File: src/rtl/nrs_top_new_tx_pkg.sv
// Shared definitions for the NB-IoT transmit-side NRS generator.
// Holds the Gold-sequence warm-up length, the two fixed-point pilot words,
// slot sequencing constants, the FSM state type and the bit-to-word helper.
package nrs_top_new_tx_pkg;

    localparam int          NC          = 1600;
    localparam logic [15:0] NRS_POS     = 16'h05A8;   // +1448 = +1/sqrt(2), Q4.11
    localparam logic [15:0] NRS_NEG     = 16'hFA58;   // -1448
    localparam int          NUM_ENTRIES = 16;
    localparam logic [4:0]  SKIP_NS     = 5'd10;      // slot pair of subframe 5 (NPSS)
    localparam logic [4:0]  SKIP_TO_NS  = 5'd12;
    localparam logic [4:0]  LAST_NS     = 5'd18;

    typedef enum logic [1:0] {
        ST_IDLE  = 2'd0,
        ST_CINIT = 2'd1,
        ST_SHIFT = 2'd2,
        ST_GEN   = 2'd3
    } nrs_state_t;

    // Map one Gold-sequence bit onto its +-1/sqrt(2) pilot word.
    function automatic logic [15:0] nrs_word(input logic c);
        logic [15:0] w;
        if (c) begin
            w = NRS_NEG;
        end else begin
            w = NRS_POS;
        end
        return w;
    endfunction

endpackage

File: src/rtl/nrs_top_new_tx_gold_seq.sv
// Gold-sequence engine for one OFDM symbol.
//   load    : restart both LFSRs (x1 = 1, x2 = cinit)
//   step    : advance both LFSRs by one position
//   c_bit   : x1(n) ^ x2(n) for the current position n
//   c_valid : high while n is in 1600..1603, i.e. c_bit is c(0)..c(3)
module nrs_gold_seq
    import nrs_top_new_tx_pkg::*;
(
    input  logic        clk,
    input  logic        rst,
    input  logic        load,
    input  logic        step,
    input  logic [30:0] cinit,
    output logic        c_bit,
    output logic        c_valid
);

    localparam logic [10:0] NC_BEGIN = 11'(NC);
    localparam logic [10:0] NC_END   = 11'(NC + 4);

    logic [30:0] x1_r;
    logic [30:0] x2_r;
    logic [10:0] cnt_r;
    logic        valid_r;
    logic [10:0] cnt_next_s;

    assign cnt_next_s = cnt_r + 11'd1;

    // LFSR state, position counter and output-valid flag.
    always_ff @(posedge clk or negedge rst) begin
        if (!rst) begin
            x1_r    <= 31'd0;
            x2_r    <= 31'd0;
            cnt_r   <= 11'd0;
            valid_r <= 1'b0;
        end else if (load) begin
            x1_r    <= 31'd1;
            x2_r    <= cinit;
            cnt_r   <= 11'd0;
            valid_r <= 1'b0;
        end else if (step) begin
            // bit 0 holds x(n); the new bit x(n+31) enters at the top
            x1_r    <= {x1_r[3] ^ x1_r[0], x1_r[30:1]};
            x2_r    <= {x2_r[3] ^ x2_r[2] ^ x2_r[1] ^ x2_r[0], x2_r[30:1]};
            cnt_r   <= cnt_next_s;
            valid_r <= (cnt_next_s >= NC_BEGIN) && (cnt_next_s < NC_END);
        end else begin
            valid_r <= valid_r;
        end
    end

    assign c_bit   = x1_r[0] ^ x2_r[0];
    assign c_valid = valid_r;

endmodule

File: src/rtl/nrs_top_new_tx.sv
// Transmit-side NRS value generator (NB-IoT).
// On new_frame / new_subframe it produces the 16 pilot words of one NRS
// subframe (symbols l=5,6 of slots ns and ns+1) into a register bank that the
// resource-element mapper reads through four independent registered ports.
//   clk, rst (async active-low)
//   new_frame      : latch N_cell_ID, ns=0, generate
//   new_subframe   : ns += 2 (10 -> 12, stop at 18), generate when idle
//   rd_addr_mapper_{1r,1i,2r,2i} -> nrs_mapper_{1r,1i,2r,2i} one edge later
module nrs_top_new_tx
    import nrs_top_new_tx_pkg::*;
#(
    parameter int WIDTH_REG = 16,
    parameter int WIDTH_B   = 9,
    parameter int LINES     = $clog2(WIDTH_REG)
) (
    input  logic                 clk,
    input  logic                 rst,
    input  logic                 new_frame,
    input  logic                 new_subframe,
    input  logic [WIDTH_B-1:0]   N_cell_ID,
    input  logic [LINES-1:0]     rd_addr_mapper_1r,
    input  logic [LINES-1:0]     rd_addr_mapper_1i,
    input  logic [LINES-1:0]     rd_addr_mapper_2r,
    input  logic [LINES-1:0]     rd_addr_mapper_2i,
    output logic [WIDTH_REG-1:0] nrs_mapper_1r,
    output logic [WIDTH_REG-1:0] nrs_mapper_1i,
    output logic [WIDTH_REG-1:0] nrs_mapper_2r,
    output logic [WIDTH_REG-1:0] nrs_mapper_2i
);

    localparam logic [10:0] SHIFT_LAST = 11'(NC - 1);

    nrs_state_t           state_r;
    logic [10:0]          phase_r;
    logic [1:0]           sym_r;
    logic [4:0]           ns_r;
    logic [WIDTH_B-1:0]   id_r;
    logic [7:0]           a_r;
    logic [9:0]           b_r;
    logic [WIDTH_REG-1:0] bank_r [NUM_ENTRIES];

    logic [4:0]  slot_s;
    logic [7:0]  a_s;
    logic [17:0] ab_s;
    logic [30:0] cinit_s;
    logic [4:0]  ns_inc_s;
    logic [4:0]  ns_next_s;
    logic        load_s;
    logic        step_s;
    logic        c_bit_s;
    logic        c_valid_s;

    // Symbols 2,3 belong to the odd slot ns+1; symbol bit 0 selects l=5/6.
    assign slot_s = ns_r + {4'd0, sym_r[1]};
    // 7*(slot+1) + l + 1 with l = 5 + sym[0]
    assign a_s    = ({3'd0, slot_s} * 8'd7) + 8'd13 + {7'd0, sym_r[0]};
    assign ab_s   = {10'd0, a_r} * {8'd0, b_r};
    assign cinit_s = {3'd0, ab_s, 10'd0} + {21'd0, b_r};

    assign ns_inc_s  = ns_r + 5'd2;
    assign ns_next_s = (ns_inc_s == SKIP_NS) ? SKIP_TO_NS : ns_inc_s;

    assign load_s = (state_r == ST_CINIT) && (phase_r == 11'd1);
    assign step_s = (state_r == ST_SHIFT) || (state_r == ST_GEN);

    nrs_gold_seq u_gold (
        .clk     (clk),
        .rst     (rst),
        .load    (load_s),
        .step    (step_s),
        .cinit   (cinit_s),
        .c_bit   (c_bit_s),
        .c_valid (c_valid_s)
    );

    // Sequencing FSM: trigger handling, slot counter and symbol/phase counters.
    always_ff @(posedge clk or negedge rst) begin
        if (!rst) begin
            state_r <= ST_IDLE;
            phase_r <= 11'd0;
            sym_r   <= 2'd0;
            ns_r    <= 5'd0;
            id_r    <= '0;
        end else if (new_frame) begin
            // also aborts a generation in flight
            state_r <= ST_CINIT;
            phase_r <= 11'd0;
            sym_r   <= 2'd0;
            ns_r    <= 5'd0;
            id_r    <= N_cell_ID;
        end else if (new_subframe && (state_r == ST_IDLE) && (ns_r != LAST_NS)) begin
            state_r <= ST_CINIT;
            phase_r <= 11'd0;
            sym_r   <= 2'd0;
            ns_r    <= ns_next_s;
        end else begin
            case (state_r)
                ST_IDLE: begin
                    phase_r <= 11'd0;
                end
                ST_CINIT: begin
                    if (phase_r == 11'd1) begin
                        state_r <= ST_SHIFT;
                        phase_r <= 11'd0;
                    end else begin
                        phase_r <= phase_r + 11'd1;
                    end
                end
                ST_SHIFT: begin
                    if (phase_r == SHIFT_LAST) begin
                        state_r <= ST_GEN;
                        phase_r <= 11'd0;
                    end else begin
                        phase_r <= phase_r + 11'd1;
                    end
                end
                ST_GEN: begin
                    if (phase_r == 11'd3) begin
                        phase_r <= 11'd0;
                        if (sym_r == 2'd3) begin
                            state_r <= ST_IDLE;
                            sym_r   <= 2'd0;
                        end else begin
                            state_r <= ST_CINIT;
                            sym_r   <= sym_r + 2'd1;
                        end
                    end else begin
                        phase_r <= phase_r + 11'd1;
                    end
                end
                default: begin
                    state_r <= ST_IDLE;
                    phase_r <= 11'd0;
                end
            endcase
        end
    end

    // First multiplier stage: register the two cinit factors.
    always_ff @(posedge clk or negedge rst) begin
        if (!rst) begin
            a_r <= 8'd0;
            b_r <= 10'd0;
        end else if ((state_r == ST_CINIT) && (phase_r == 11'd0)) begin
            a_r <= a_s;
            b_r <= {id_r, 1'b1};
        end else begin
            a_r <= a_r;
            b_r <= b_r;
        end
    end

    // Register bank: one entry written per GEN cycle.
    always_ff @(posedge clk or negedge rst) begin
        if (!rst) begin
            for (int i = 0; i < NUM_ENTRIES; i++) begin
                bank_r[i] <= '0;
            end
        end else if ((state_r == ST_GEN) && c_valid_s) begin
            bank_r[{sym_r, phase_r[1:0]}] <= nrs_word(c_bit_s);
        end else begin
            bank_r <= bank_r;
        end
    end

    // Four independent registered read ports.
    always_ff @(posedge clk or negedge rst) begin
        if (!rst) begin
            nrs_mapper_1r <= '0;
            nrs_mapper_1i <= '0;
            nrs_mapper_2r <= '0;
            nrs_mapper_2i <= '0;
        end else begin
            nrs_mapper_1r <= bank_r[rd_addr_mapper_1r];
            nrs_mapper_1i <= bank_r[rd_addr_mapper_1i];
            nrs_mapper_2r <= bank_r[rd_addr_mapper_2r];
            nrs_mapper_2i <= bank_r[rd_addr_mapper_2i];
        end
    end

endmodule

File: config.mk
export PLATFORM = sky130hd
export DESIGN_NAME = nrs_top_new_tx
export DESIGN_NICKNAME = d
export VERILOG_FILES = /design/src/rtl/nrs_top_new_tx_pkg.sv /design/src/rtl/nrs_top_new_tx_gold_seq.sv /design/src/rtl/nrs_top_new_tx.sv
export SDC_FILE = /design/constraint.sdc
export NUM_CORES = 1
export LEC_CHECK = 0
export ABC_AREA = 1
export BUFFER_PORTS_ARGS = -buffer_cell sky130_fd_sc_hd__buf_2
export CORE_ASPECT_RATIO = 1.5
export CORE_MARGIN = 2
export CORE_UTILIZATION = 35
export CTS_BUF_LIST = sky130_fd_sc_hd__clkbuf_4 sky130_fd_sc_hd__clkbuf_8
export DETAILED_ROUTE_END_ITERATION = 10
export GPL_TIMING_DRIVEN = 0
export SLEW_MARGIN = 40
export SYNTH_ARGS = -nofsm -noshare
export SYNTH_HDL_FRONTEND = slang
export SYNTH_SLANG_ARGS = --single-unit
File: constraint.sdc
create_clock -name clk -period 5.25 [get_ports clk]
set_input_delay 0 -clock clk [delete_from_list [all_inputs] [get_ports clk]]
set_output_delay 0 -clock clk [all_outputs]
set_load 0.03 [all_outputs]
==> results by group <==
Status
  • Status: completed

Synthesis
  • XOR/XNOR Fraction of Synth Area: 1.56%
  • Top FF cell, synth: dfrtp_1
  • Simple-gate share of the synthesized area: 18.8%
  • Sequential fraction of the synthesis area: 35.0%
  • Post-synth cell types: 42
  • Post-Synthesis Cells: 1,714
  • Adder-cell share of the synthesized area: 14.0%
  • Number of synthesized flops with an enable pin: 0
  • Post-Syn Area: 12,900 µm²
  • Most frequent cells after synthesis: nand2_1, inv_1, dfrtp_1
  • Post-synth top area cell: dfrtp_1
  • Synth area leaders: dfrtp_1, nand2_1, inv_1
  • Synth Register Bits: 180
  • Area share of the leading cell type in the synthesized netlist: 35.0%
  • Multiplexer share of the synthesized area: 0%
  • Main combinational cell family by area after synthesis: simple AND/OR/NAND/NOR gates
  • Compound-gate portion of the synthesized area: 15.6%
  • Count leader, synth: nand2_1
  • Warning count from the yosys run: 0
  • Syn_area_per_cell: 7.51 µm²
  • Async S/R FF share, synth: 100%

Final layout
  • Area Overhead vs Synth: 14.3%
  • Final cell area excluding filler cells: 14,700 µm²
  • Non-Filler Instances: 2,349
  • Final net count: 1,995
  • Share of cells above drive strength 1: 11.3%
  • Post-layout util: 40.4%
  • Fillers: 3,769

Die
  • Die W: 161 µm
  • Die ar.: 38,400 µm²
  • # IOs: 93
  • Initial core utilization: 35.3%
  • Core area: 36,500 µm²
  • Rows: 86
  • Die Ht: 239 µm

Global routing
  • Total grt overflow: 0
  • Pin count of the biggest net entering global routing: 74
  • Vias in the first global route: 11.2k
  • GRT Resource Usage Total: 20.0%
  • Initial antenna violation count: 1
  • First-pass GRT wire length: 59,400 µm

STA
  • Fmax: 218 MHz
  • Count of final setup violators: 0
  • Worst-margin pin slew: 0.632 ns
  • Endpoints failing hold: 0
  • Setup_tns: 0 ns
  • Fin worst setup slack: 0.666 ns
  • RSZ-0062 raised after global routing: no
  • Period minus WS final: 4.58 ns
  • WHS: 0.0371 ns
  • Slew Limit Fails: 0
  • Fin crit share: 87.3%
  • Clock Skews: 0.0179 ns
  • Rel. slew slack: 57.6%

Clock tree
  • # resized after CTS: 0
  • TritonCTS clock tree: yes
  • Max clock buf depth: 2
  • Clk_lat worst skew: 0.50 ns
  • Clock root buffer: clkbuf_8
  • Htree depth: 4
  • Clk slew on worst S/H paths: 0.11 ns
  • CTS Buf Count: 17
  • Clock Sinks: 180

Worst setup path
  • Crit-path most repeated cell: nand2_1
  • CP max stage delay: 0.55 ns
  • RR Endpoint: u_gold.x2_r[26]$_DFFE_PN0P_
  • Worst Setup Path Type: reg2reg
  • Crit. End Element: flip-flop
  • Cell Chain, Critical Path: clkbuf_1, nand2_1, fa_1, fa_1, inv_1, fa_1, inv_1, fa_1, inv_1, ha_1, nand2_1, inv_1, nand2_1, nand3_1, nand2_1, nand2_1, nand2_1, nand3_1, nand2_1, nand2_1
  • CP arrival: 4.98 ns
  • Reg2Reg Setup Slack: 0.67 ns
  • Reg-to-Reg Start: a_r[7]$_DFFE_PN0P_
  • Worst Path Required: 5.64 ns
  • CP startpoint kind: flip-flop
  • Crit-path max FO: 10
  • Cells on worst reg2reg path: 20
  • Slowest-stage cell, CP: fa_1

Job
  • Max Cap Violations: 0

Min path
  • Hold_sp: rd_addr_mapper_2r[1]
  • Hold crit path type: in2reg
  • WHS Path Cells: 6
  • Worst Hold Endpoint: nrs_mapper_2r[10]$_DFF_PN0_

Pwr
  • Pwr dens: 459 nW/µm²
  • Max IR drop VDD: 0.373 mV
  • Total power: 6.75 mW
  • Leak Pwr: 7.90 nW

Route
  • Final WL: 37,500 µm
  • Post-route ant nets: 0
  • Vias per cell: 4.91
  • Routed via count: 11.5k
  • WL/cell: 15.9 µm
  • Starting DRT DRC Count: 716
  • DRC Markers: 0
  • Pre-antenna DRT Iters: 6

Place
  • Placed Cells: 2,287
  • Placement Cell Area: 14,000 µm²
  • Pre-CTS WS: 0.643 ns
  • Detail Placement HPWL: 28,500 µm
  • Port buffer count: 76
  • Routability cong.: 1.01
-- how the worst max path moves through the flow --
| stage | cells past startpoint | startpoint | to |
|---|---|---|---|
| 2_1_floorplan | 16 | a_r[7]$_DFFE_PN0P_ | u_gold.x2_r[21]$_DFFE_PN0P_ |
| 3_3_place_gp | 20 | a_r[7]$_DFFE_PN0P_ | u_gold.x2_r[26]$_DFFE_PN0P_ |
| 3_5_place_dp | 20 | a_r[7]$_DFFE_PN0P_ | u_gold.x2_r[26]$_DFFE_PN0P_ |
| 4_1_cts | 20 | a_r[7]$_DFFE_PN0P_ | u_gold.x2_r[26]$_DFFE_PN0P_ |
| 5_1_grt | 18 | a_r[4]$_DFFE_PN0P_ | u_gold.x2_r[27]$_DFFE_PN0P_ |
| 6_report | 20 | a_r[7]$_DFFE_PN0P_ | u_gold.x2_r[26]$_DFFE_PN0P_ |
-- logic make-up (layout without fill, tap and decap cells) --
family,count (synthesis),after routing
and+or+nand+nor,583,583
AOI/OAI and AO/OA,363,363
buffers and inverters,450,589
other,1,13
xor gates and xnor gates,23,23
DFF,180,180
adders and majority gates,114,114
-- registers in the layout, summed over array words and instances, names as in the netlist --
name,count
bank_r,48
u_gold.x1_r,31
u_gold.x2_r,31
phase_r,11
u_gold.cnt_r,11
b_r,10
id_r,9
a_r,8
ns_r,4
nrs_mapper_1i,3
nrs_mapper_1r,3
nrs_mapper_2i,3
nrs_mapper_2r,3
state_r,2
sym_r,2
u_gold.c_valid,1
-- layout make-up --
cell class              instances  area (µm²)  share of cell area [%]
repair buffers                108         756                    5.13
inverters                     326        1230                    8.33
diodes                          1        2.50                  0.0170
flip-flops and latches        180        4500                    30.6
plain buffers                 124         701                    4.76
multi-input cells            1095        6490                    44.1
clock buffers                  18         241                    1.64
clock inverters                13         194                    1.32
well taps                     484         606                    4.11
-- placed cells by master, fill, tap and decap left out, types with 12 or more instances in the layout --
cell type | synthesis | final
o21bai_1 | 12 | 12
nand4_1 | 15 | 15
a21oi_1 | 116 | 116
clkbuf_8 | 0 | 17
dfrtp_1 | 180 | 180
ha_1 | 63 | 63
o221ai_1 | 22 | 22
clkbuf_1 | 43 | 43
nand3_1 | 61 | 61
o21ai_0 | 157 | 157
o211ai_1 | 12 | 12
xor2_1 | 15 | 15
o22ai_1 | 31 | 31
buf_2 | 17 | 92
inv_1 | 318 | 318
fa_1 | 51 | 51
conb_1 | 1 | 12
dlygate4sd3_1 | 0 | 29
nand2_1 | 393 | 393
nor2_1 | 86 | 86
buf_4 | 53 | 53
-- where the power goes --
part	total, mW	internal, mW	switching (mW)
Clock	1.09	0.530	0.557
Sequential	1.81	1.66	0.149
Combinational	3.86	1.31	2.55
Total	6.75	3.50	3.25
-- worst max-delay path: cells and delay by family (launching register included) --
family / cells / cell delay, ns
simple gates: 10 / 0.94
buf+inv: 5 / 0.64
fa+ha+maj: 5 / 2.51
flops: 1 / 0.37
-- routing by layer --
metal / track usage [%] / wire (µm) / vias up
met5: 0 / 0 / -
met1: 21.4 / 14000 / 5485
met2: 37.3 / 19700 / 329
met4: 12.1 / 2290 / 0
met3: 2.27 / 1450 / 92
li1: - / - / 5618
-- repair_timing --
action                                 in CTS  in global routing
setup buffers                               0                  0
hold buffers                               30                  0
endpoints found under the hold margin     136                  0
(Power assumes the default switching activity.)
